**config.mk**
```make
export PLATFORM = sky130hd
export DESIGN_NAME = rf_wb_arbiter_flat
export DESIGN_NICKNAME = d
export VERILOG_FILES = /design/src/rtl/rf_wb_arbiter_pkg.sv /design/src/rtl/rf_wb_arbiter_if.sv /design/src/rtl/rf_wb_arbiter_fifo.sv /design/src/rtl/rf_wb_arbiter.sv /design/src/flat_wrapper.sv
export SDC_FILE = /design/constraint.sdc
export NUM_CORES = 1
export LEC_CHECK = 0
export CAP_MARGIN = 20
export CORE_AREA = 2 2 94 163
export CTS_CLUSTER_DIAMETER = 120
export CTS_CLUSTER_SIZE = 12
export DETAILED_ROUTE_END_ITERATION = 8
export DIE_AREA = 0 0 96 165
export PLACE_DENSITY = 0.95
export SLEW_MARGIN = 20
export SYNTH_ARGS = -nofsm -noshare
export SYNTH_HDL_FRONTEND = slang
export SYNTH_SLANG_ARGS = --single-unit
```
**constraint.sdc**
```tcl
create_clock -name clk -period 4.3 [get_ports clk]
set_clock_uncertainty 0.2 [all_clocks]
set_input_delay 0.86 -clock clk [delete_from_list [all_inputs] [get_ports clk]]
set_output_delay 0.86 -clock clk [all_outputs]
set_load 0.005 [all_outputs]
```
**src/rtl/rf_wb_arbiter_pkg.sv**
```systemverilog
// Shared constants and types for the register-file write-port arbiter.
package rf_wb_arbiter_pkg;

  localparam int AW    = 5;
  localparam int DW    = 32;
  localparam int DEPTH = 4;
  localparam int NREG  = 1 << AW;

  localparam logic [AW-1:0] REG_ZERO = '0;

  typedef struct packed {
    logic [AW-1:0] addr;
    logic [DW-1:0] data;
  } ll_result_t;

endpackage

```
**src/rtl/rf_wb_arbiter_if.sv**
```systemverilog
// Signal bundle between the pipeline/long-latency units and the RF write arbiter.
interface rf_wb_arbiter_if;
  import rf_wb_arbiter_pkg::*;

  logic          WbRegWr;
  logic [AW-1:0] WbAddr;
  logic [DW-1:0] WbData;
  logic          LlIssue;
  logic [AW-1:0] LlIssueAddr;
  // Long-latency results: a result transfers on a rising edge where LlValid and
  // LlReady are both 1; LlReady never depends on LlValid in the same cycle.
  logic          LlValid;
  logic          LlReady;
  logic [AW-1:0] LlAddr;
  logic [DW-1:0] LlData;
  logic [AW-1:0] RsAddr;
  logic [AW-1:0] RtAddr;
  logic          RsPending;
  logic          RtPending;
  logic          RegWr;
  logic [AW-1:0] WrAddr;
  logic [DW-1:0] WrData;

  modport master (
    output WbRegWr, WbAddr, WbData, LlIssue, LlIssueAddr,
           LlValid, LlAddr, LlData, RsAddr, RtAddr,
    input  LlReady, RsPending, RtPending, RegWr, WrAddr, WrData
  );

  modport slave (
    input  WbRegWr, WbAddr, WbData, LlIssue, LlIssueAddr,
           LlValid, LlAddr, LlData, RsAddr, RtAddr,
    output LlReady, RsPending, RtPending, RegWr, WrAddr, WrData
  );

endinterface

```
**src/rtl/rf_wb_arbiter_fifo.sv**
```systemverilog
// In-order buffer for long-latency results; head is read straight from storage.
module wb_result_fifo
  import rf_wb_arbiter_pkg::*;
#(
  parameter int DEPTH = rf_wb_arbiter_pkg::DEPTH
) (
  input  logic       clk,
  input  logic       rst,
  input  logic       push,
  input  ll_result_t din,
  input  logic       pop,
  output ll_result_t head,
  output logic       full,
  output logic       empty
);

  localparam int PW = $clog2(DEPTH);

  ll_result_t    mem [DEPTH];
  logic [PW-1:0] wr_ptr;
  logic [PW-1:0] rd_ptr;
  logic [PW:0]   count;
  logic          push_ok;
  logic          pop_ok;

  assign full    = (count == (PW+1)'(DEPTH));
  assign empty   = (count == '0);
  assign push_ok = push && !full;
  assign pop_ok  = pop && !empty;
  assign head    = mem[rd_ptr];

  // Power-of-two depth lets the pointers wrap by natural overflow.
  always_ff @(posedge clk or negedge rst) begin
    if (!rst) begin
      wr_ptr <= '0;
      rd_ptr <= '0;
      count  <= '0;
    end else begin
      if (push_ok) wr_ptr <= wr_ptr + 1'b1;
      if (pop_ok)  rd_ptr <= rd_ptr + 1'b1;
      case ({push_ok, pop_ok})
        2'b10:   count <= count + 1'b1;
        2'b01:   count <= count - 1'b1;
        default: count <= count;
      endcase
    end
  end

  always_ff @(posedge clk) begin
    if (push_ok) mem[wr_ptr] <= din;
  end

endmodule

```
**src/rtl/rf_wb_arbiter.sv**
```systemverilog
// RF write-port arbiter: pipeline WB has priority, queued long-latency results
// fill idle slots, and a pending scoreboard flags registers still awaiting a result.
module rf_wb_arbiter
  import rf_wb_arbiter_pkg::*;
#(
  parameter int DEPTH = rf_wb_arbiter_pkg::DEPTH
) (
  input logic           clk,
  input logic           rst,
  rf_wb_arbiter_if.slave bus
);

  ll_result_t      head;
  ll_result_t      din;
  logic            full;
  logic            empty;
  logic            push;
  logic            pop;
  logic            started;
  logic            ll_ready;
  logic            wb_win;
  logic            reg_wr;
  logic [AW-1:0]   wr_addr;
  logic [DW-1:0]   wr_data;
  logic [NREG-1:0] pending;
  logic [NREG-1:0] pending_nxt;

  // Holds LlReady low for the first cycle after reset release.
  always_ff @(posedge clk or negedge rst) begin
    if (!rst) started <= 1'b0;
    else      started <= 1'b1;
  end

  assign ll_ready = started && !full;
  assign push     = bus.LlValid && ll_ready;
  assign din      = '{addr: bus.LlAddr, data: bus.LlData};

  wb_result_fifo #(.DEPTH(DEPTH)) u_fifo (
    .clk   (clk),
    .rst   (rst),
    .push  (push),
    .din   (din),
    .pop   (pop),
    .head  (head),
    .full  (full),
    .empty (empty)
  );

  assign wb_win = bus.WbRegWr && (bus.WbAddr != REG_ZERO);

  // A WB write to $0 leaves the slot free, so the FIFO head may use it.
  always_comb begin
    reg_wr  = 1'b0;
    wr_addr = '0;
    wr_data = '0;
    pop     = 1'b0;
    if (rst) begin
      if (wb_win) begin
        reg_wr  = 1'b1;
        wr_addr = bus.WbAddr;
        wr_data = bus.WbData;
      end else if (!empty) begin
        pop = 1'b1;
        if (head.addr != REG_ZERO) begin
          reg_wr  = 1'b1;
          wr_addr = head.addr;
          wr_data = head.data;
        end
      end
    end
  end

  // Clear applied before set so a same-edge reissue keeps the register pending.
  always_comb begin
    pending_nxt = pending;
    if (pop && (head.addr != REG_ZERO))
      pending_nxt[head.addr] = 1'b0;
    if (bus.LlIssue && (bus.LlIssueAddr != REG_ZERO))
      pending_nxt[bus.LlIssueAddr] = 1'b1;
    pending_nxt[0] = 1'b0;
  end

  always_ff @(posedge clk or negedge rst) begin
    if (!rst) pending <= '0;
    else      pending <= pending_nxt;
  end

  assign bus.LlReady   = ll_ready;
  assign bus.RegWr     = reg_wr;
  assign bus.WrAddr    = wr_addr;
  assign bus.WrData    = wr_data;
  assign bus.RsPending = (bus.RsAddr != REG_ZERO) && pending[bus.RsAddr];
  assign bus.RtPending = (bus.RtAddr != REG_ZERO) && pending[bus.RtAddr];

endmodule
```
**src/flat_wrapper.sv**
```systemverilog
// flat-port wrapper written by rule: the top's interface ports become plain ports
module rf_wb_arbiter_flat import rf_wb_arbiter_pkg::*;
#(
  parameter int DEPTH = rf_wb_arbiter_pkg::DEPTH
)
  (clk, rst, bus_WbRegWr, bus_WbAddr, bus_WbData, bus_LlIssue, bus_LlIssueAddr, bus_LlValid, bus_LlAddr, bus_LlData, bus_RsAddr, bus_RtAddr, bus_LlReady, bus_RsPending, bus_RtPending, bus_RegWr, bus_WrAddr, bus_WrData);
  rf_wb_arbiter_if bus_i ();
  input logic clk;
  input logic rst;
  input wire logic [$bits(bus_i.WbRegWr)-1:0] bus_WbRegWr;
  input wire logic [$bits(bus_i.WbAddr)-1:0] bus_WbAddr;
  input wire logic [$bits(bus_i.WbData)-1:0] bus_WbData;
  input wire logic [$bits(bus_i.LlIssue)-1:0] bus_LlIssue;
  input wire logic [$bits(bus_i.LlIssueAddr)-1:0] bus_LlIssueAddr;
  input wire logic [$bits(bus_i.LlValid)-1:0] bus_LlValid;
  input wire logic [$bits(bus_i.LlAddr)-1:0] bus_LlAddr;
  input wire logic [$bits(bus_i.LlData)-1:0] bus_LlData;
  input wire logic [$bits(bus_i.RsAddr)-1:0] bus_RsAddr;
  input wire logic [$bits(bus_i.RtAddr)-1:0] bus_RtAddr;
  output wire logic [$bits(bus_i.LlReady)-1:0] bus_LlReady;
  output wire logic [$bits(bus_i.RsPending)-1:0] bus_RsPending;
  output wire logic [$bits(bus_i.RtPending)-1:0] bus_RtPending;
  output wire logic [$bits(bus_i.RegWr)-1:0] bus_RegWr;
  output wire logic [$bits(bus_i.WrAddr)-1:0] bus_WrAddr;
  output wire logic [$bits(bus_i.WrData)-1:0] bus_WrData;
  assign bus_i.WbRegWr = bus_WbRegWr;
  assign bus_i.WbAddr = bus_WbAddr;
  assign bus_i.WbData = bus_WbData;
  assign bus_i.LlIssue = bus_LlIssue;
  assign bus_i.LlIssueAddr = bus_LlIssueAddr;
  assign bus_i.LlValid = bus_LlValid;
  assign bus_i.LlAddr = bus_LlAddr;
  assign bus_i.LlData = bus_LlData;
  assign bus_i.RsAddr = bus_RsAddr;
  assign bus_i.RtAddr = bus_RtAddr;
  assign bus_LlReady = bus_i.LlReady;
  assign bus_RsPending = bus_i.RsPending;
  assign bus_RtPending = bus_i.RtPending;
  assign bus_RegWr = bus_i.RegWr;
  assign bus_WrAddr = bus_i.WrAddr;
  assign bus_WrData = bus_i.WrData;
  rf_wb_arbiter #(.DEPTH(DEPTH)) u_core (.clk(clk), .rst(rst), .bus(bus_i));
endmodule
```
After elaboration in Yosys (flattened, before gate mapping)
Memories as Yosys holds them, arrays and structs flattened.
Index checks and enable logic that the tools add are counted.

word-level totals
  bits of input ports = 94
  memories = 1
  memory bits (writable) = 148
  flip-flop bits (word level) = 39

cells by class
  eq/ne operators = 3
  multiplexer cells = 28
  add/sub/neg operators = 4
  order comparisons = 6
  reductions and logical operators = 20
  bitwise gates (word level) = 3

memory list
  name               words  width  read ports  clocked after Yosys merged registers in  wr ports  line                      RTL
  u_core.u_fifo.mem  4      37     1           0                                        1         rf_wb_arbiter_fifo.sv:19  ll_result_t mem [DEPTH];

operators with widths
  operator                                                               number
  32-bit 2-to-1 mux                                                      6
  32-bit bitwise AND                                                     1
  32-bit inverter                                                        1
  32-bit bitwise OR                                                      1
  5-bit nonzero test                                                     5
  5-bit by 6-bit < comparator with 1-bit output, second input constant   4
  5-bit 2-to-1 mux                                                       4
  1-bit 2-to-1 mux                                                       13
  1-bit logical AND                                                      11
  1-bit binary-select mux with 5-bit select                              2
  1-bit demux with 5-bit select                                          2
  5-bit by 1-bit >= comparator with 1-bit output, second input constant  2
  3-bit one-hot mux with 2 select lines                                  1
  2-bit by 1-bit adder with 2-bit output, second input constant          2
  3-bit by 1-bit adder with 3-bit output, second input constant          1
  3-bit equality test, second input constant                             1
  3-bit zero test                                                        1
  3-bit by 1-bit subtractor with 3-bit output, second input constant     1
  2-bit by 1-bit equality test with 1-bit output, second input constant  1
  2-bit equality test, second input constant                             1
  1-bit zero test                                                        2
  2-bit nonzero test                                                     1

Depth between registers and ports, before layout
An unclocked memory read counts as a cell.

  depth after elaboration = 10
  mapped depth = 10
  mapped depth without buffers = 10

By module
A second synthesis with hierarchy kept.

unflattened totals
  cell total of the unflattened synthesis = 570
  area total of the unflattened synthesis = 8473.1 µm²

modules (own cells, without submodules)
  module          times used  cells an instance  area each (µm²)  seq. area each (µm²)
  wb_result_fifo  1           231                5754.3           4619.4
  rf_wb_arbiter   1           339                2718.9           800.8

Worst setup path before layout
OpenSTA, ideal clock, no wires.

  path kind = input to output
  from = in bus_WbAddr[2]
  to = out bus_WrData[10]
  required time = 3240 ps
  setup slack = 774 ps
  data arrival time = 2466 ps
  path buffers = 3
  cell stages on the path = 7
  path through = or4_1 -> o21a_1 -> clkbuf_1 -> and2_1 -> clkbuf_1 -> buf_2 -> a22o_1

between the ends
  cells in the longest elaborated chain, start to end = 4

RTL lines
  item                line                 RTL
  start: declaration  flat_wrapper.sv:11   input wire logic [$bits(bus_i.WbAddr)-1:0] bus_WbAddr;
  5-bit nonzero test  rf_wb_arbiter.sv:49  assign wb_win = bus.WbRegWr && (bus.WbAddr != REG_ZERO);
  1-bit logical AND   rf_wb_arbiter.sv:49
  32-bit 2-to-1 mux   rf_wb_arbiter.sv:58  if (wb_win) begin
  32-bit 2-to-1 mux   rf_wb_arbiter.sv:57  if (rst) begin
  end: declaration    flat_wrapper.sv:25   output wire logic [$bits(bus_i.WrData)-1:0] bus_WrData;

No other way between the ends.

Final worst setup path
  from = in bus_WbAddr[2]
  to = out bus_RegWr

between the ends
  cells in the longest elaborated chain, start to end = 4

RTL lines
  item                line                 RTL
  5-bit nonzero test  rf_wb_arbiter.sv:49
  1-bit logical AND   rf_wb_arbiter.sv:49
  1-bit 2-to-1 mux    rf_wb_arbiter.sv:58
  1-bit 2-to-1 mux    rf_wb_arbiter.sv:57
  end: declaration    flat_wrapper.sv:23   output wire logic [$bits(bus_i.RegWr)-1:0] bus_RegWr;

No other way between the ends.

==> impl_metrics.json <==
{
  "outcome": "finished clean",
  "synth.cell_area_sq_um": 8220,
  "fillers": 799,
  "critical_path.max_fanout": 4,
  "critical_path_capture_point_type": "primary output",
  "destination_of_the_worst_register_to_register_timing_path": "u_core.pending[10]",
  "portBuffers": 134,
  "finalHoldViolCount": 0,
  "finalCriticalPeriod_ns": 4.23,
  "numClockSinks": 187,
  "grt_overflow_total": 0,
  "detail_route.drc_violations": 0,
  "antenna_fix_cells": 0,
  "mostFrequentLayoutCell": "edfxtp_1",
  "yosys_register_bits": 187,
  "worst_hold_slack_ns": 0.150,
  "clock_latency_ns": 0.43,
  "gp_routability_congestion": 0.987,
  "yosysWarnings": 0,
  "syn-num-nets": 585,
  "worst_slack_ns": 0.0653,
  "dpl_worst_slack_ns": -0.0750,
  "drive_above_1_share_pct": 20.1,
  "cts_root_buf": "clkbuf_16",
  "core-area_sq_um": 14400,
  "clock_tree.buffer_depth": 2,
  "drt_first_iter_violations": 440,
  "postSynthCellCount": 485,
  "h-tree-depth": 4,
  "num_rows": 58,
  "startpoint_type": "primary input",
  "post-dp-hpwl_um": 13500,
  "io_pins": 135,
  "timing.reg2reg.setup_slack_ns": 1.67,
  "grt_total_usage_pct": 29.5,
  "syn2layout_area_growth_pct": 29.4,
  "fmax_mhz": 236,
  "vias_per_cell": 6.67,
  "finalWirelength_um": 22500,
  "rr_worst_depth": 4,
  "pin_count_of_the_biggest_net_entering_global_routing": 38,
  "height_of_the_die_um": 165,
  "die_w_um": 96,
  "largest_voltage_drop_on_the_vdd_net_mv": 0.465,
  "finish.net_count": 734,
  "total_power_divided_by_cell_area_nw_per_um2": 575,
  "antenna_left": 0,
  "crit_type": "primary input to primary output",
  "design.die.area_sq_um": 15800,
  "async_flop_share_pct": 20.9,
  "detail_route.first_pass.iterations": 6,
  "cts_tree": "done",
  "max_slew_margin_pct": 32.8,
  "leakagePower_nw": 3.97,
  "numCtsBuffers": 17,
  "unrepaired_setup_endpoints_after_global_routing": "false",
  "synthesis.area_per_instance_sq_um": 17.0,
  "grt_pass1_vias": 5756,
  "dr_total_vias": 5506,
  "critical_path.reg2reg.startpoint": "u_core.u_fifo.rd_ptr[0]",
  "grt_first_pass_wirelength_um": 33300,
  "final_cell_mix": "148 x edfxtp_1, 101 x clkdlybuf4s50_1, 51 x mux4_2",
  "synth_seq_area_share_pct": 65.9,
  "fin_crit_sh_pct": 98.5,
  "post_synth_num_cell_types": 50,
  "worst-slew-pin-transition_ns": 1.01,
  "arr_time_crit_path_ns": 3.17,
  "cp_data_required_time_ns": 3.24,
  "crit_path_end": "bus_RegWr",
  "max-cap-violations": 0,
  "number_of_enable_flip_flop_cells_after_synthesis": 148,
  "ys_dominant_reg_cell": "edfxtp_1",
  "hold_class": "primary input to asynchronous set/reset pin",
  "worst_setup_hold_path_clk_slew_ns": 0.08,
  "detail_route.wl_per_cell_um": 27.2,
  "timing.final.max_slew_violations": 0,
  "antenna_found_initial": 0,
  "report.final.setup_viol": 0,
  "floorplan.initialDensity_pct": 56.9,
  "worst_setup_path_startpoint": "bus_WbAddr[2]",
  "final.setup.tns_ns": 0
}
-- sequential cells by signal, summed over array words and instances, names as in the netlist --
signal                cells
u_core.u_fifo.rd_ptr      2
u_core.u_fifo.mem       148
u_core.u_fifo.count       3
u_core.started            1
u_core.pending           31
u_core.u_fifo.wr_ptr      2
-- worst max-delay path, cell delays in order --
cell and delay (ns):
clkdlybuf4s50_1 0.43, or4_4 0.54, o21a_4 0.24, and2_1 0.21
buf_4 0.16, or2_2 0.29, clkdlybuf4s50_1 0.44
-- cells in the mapped netlist, types with 2 or more instances --
cell type | count | area share [%]
nand3_1 | 6 | 0.37
nand2b_1 | 3 | 0.23
a32o_1 | 2 | 0.24
nor3b_1 | 3 | 0.27
a41oi_1 | 5 | 0.53
o21ai_0 | 21 | 1.3
a21oi_1 | 12 | 0.73
nand2_1 | 8 | 0.37
xor2_1 | 4 | 0.43
ha_1 | 5 | 0.76
and2_1 | 3 | 0.23
buf_2 | 8 | 0.49
buf_6 | 2 | 0.27
a22o_1 | 35 | 3.7
nand3b_1 | 4 | 0.37
and3b_1 | 2 | 0.21
and3_1 | 5 | 0.38
o21ai_1 | 2 | 0.12
and4b_1 | 2 | 0.24
nor3_1 | 5 | 0.30
dfrtp_1 | 39 | 12
mux4_2 | 51 | 14
or2_2 | 2 | 0.15
a31oi_1 | 11 | 0.84
xnor2_1 | 2 | 0.21
nor2b_1 | 3 | 0.23
o41ai_1 | 20 | 2.1
clkbuf_1 | 16 | 0.73
nor2_1 | 17 | 0.78
mux2i_1 | 5 | 0.61
or3b_2 | 3 | 0.32
buf_1 | 5 | 0.23
inv_1 | 8 | 0.37
mux2_2 | 2 | 0.27
o211ai_1 | 2 | 0.18
edfxtp_1 | 148 | 54
-- what timing repair did --
item                       CTS  global route
hold buffers                 0             0
gates resized for setup     17            27
setup endpoints to repair   36            24
cloned                       2             1
setup buffers                1             6
pin swaps                    1             1
-- cells by family after synthesis --
kind of cell    count (synthesis)  share of synthesized area, %
compound gates                114                          10.2
buf+inv                        39                          2.08
fa+ha+maj                       6                          1.00
mux                            58                          14.9
flops                         187                          65.9
xor+xnor                        6                         0.639
simple gates                   74                          5.22
other cells                     1                        0.0456
-- metrics by stage --
stage | instances | util, % | total power, mW | cell area [sq um]
global placement | 785 | 68.1 | 4.40 | 9840
CTS | 819 | 72.6 | 6.07 | 10500
global route | 826 | 73.7 | 6.36 | 10600
floorplan | 485 | - | 3.75 | 8220
detailed placement | 785 | 68.1 | 4.48 | 9840
finish | 826 | 73.7 | 6.12 | 10600
-- worst min path at each step --
stage                                      start  cells past startpoint                endpoint  slack, ns
after floorplan           u_core.u_fifo.count[2]                      1  u_core.u_fifo.count[2]       0.27
after global placement        u_core.pending[27]                      2      u_core.pending[27]       0.30
after detailed placement      u_core.pending[19]                      2      u_core.pending[19]       0.32
after CTS                                    rst                      1      u_core.pending[30]       0.14
after global routing                         rst                      1      u_core.pending[30]       0.15
final                                        rst                      1      u_core.pending[30]       0.15
-- power by group --
group / internal (mW) / switching [mW] / leakage [nW] / total [mW]
clock network: 0.782 / 0.755 / 0.288 / 1.54
logic: 1.02 / 1.02 / 1.88 / 2.04
registers: 2.30 / 0.238 / 1.80 / 2.54
-- area by class of cell --
type | instances | area, sq um | share of cell area, %
clock inverter | 14 | 168 | 1.58
timing repair buffer | 161 | 1690 | 15.9
multi-input combinational | 259 | 2690 | 25.2
tap | 180 | 225 | 2.12
clock buffer | 17 | 425 | 4.00
inverter | 8 | 30.0 | 0.282
sequential | 187 | 5420 | 50.9
-- layer usage --
| metal | wire length [um] | share of wire [%] | global-route usage, % |
|---|---|---|---|
| met2 | 12300 | 55 | 51.4 |
| met1 | 7490 | 33 | 34.1 |
| met4 | 933 | 4.2 | 13.6 |
| met5 | 0 | 0 | 0 |
| met3 | 1730 | 7.7 | 6.66 |
Note: power is estimated with default switching activity, not from simulation.
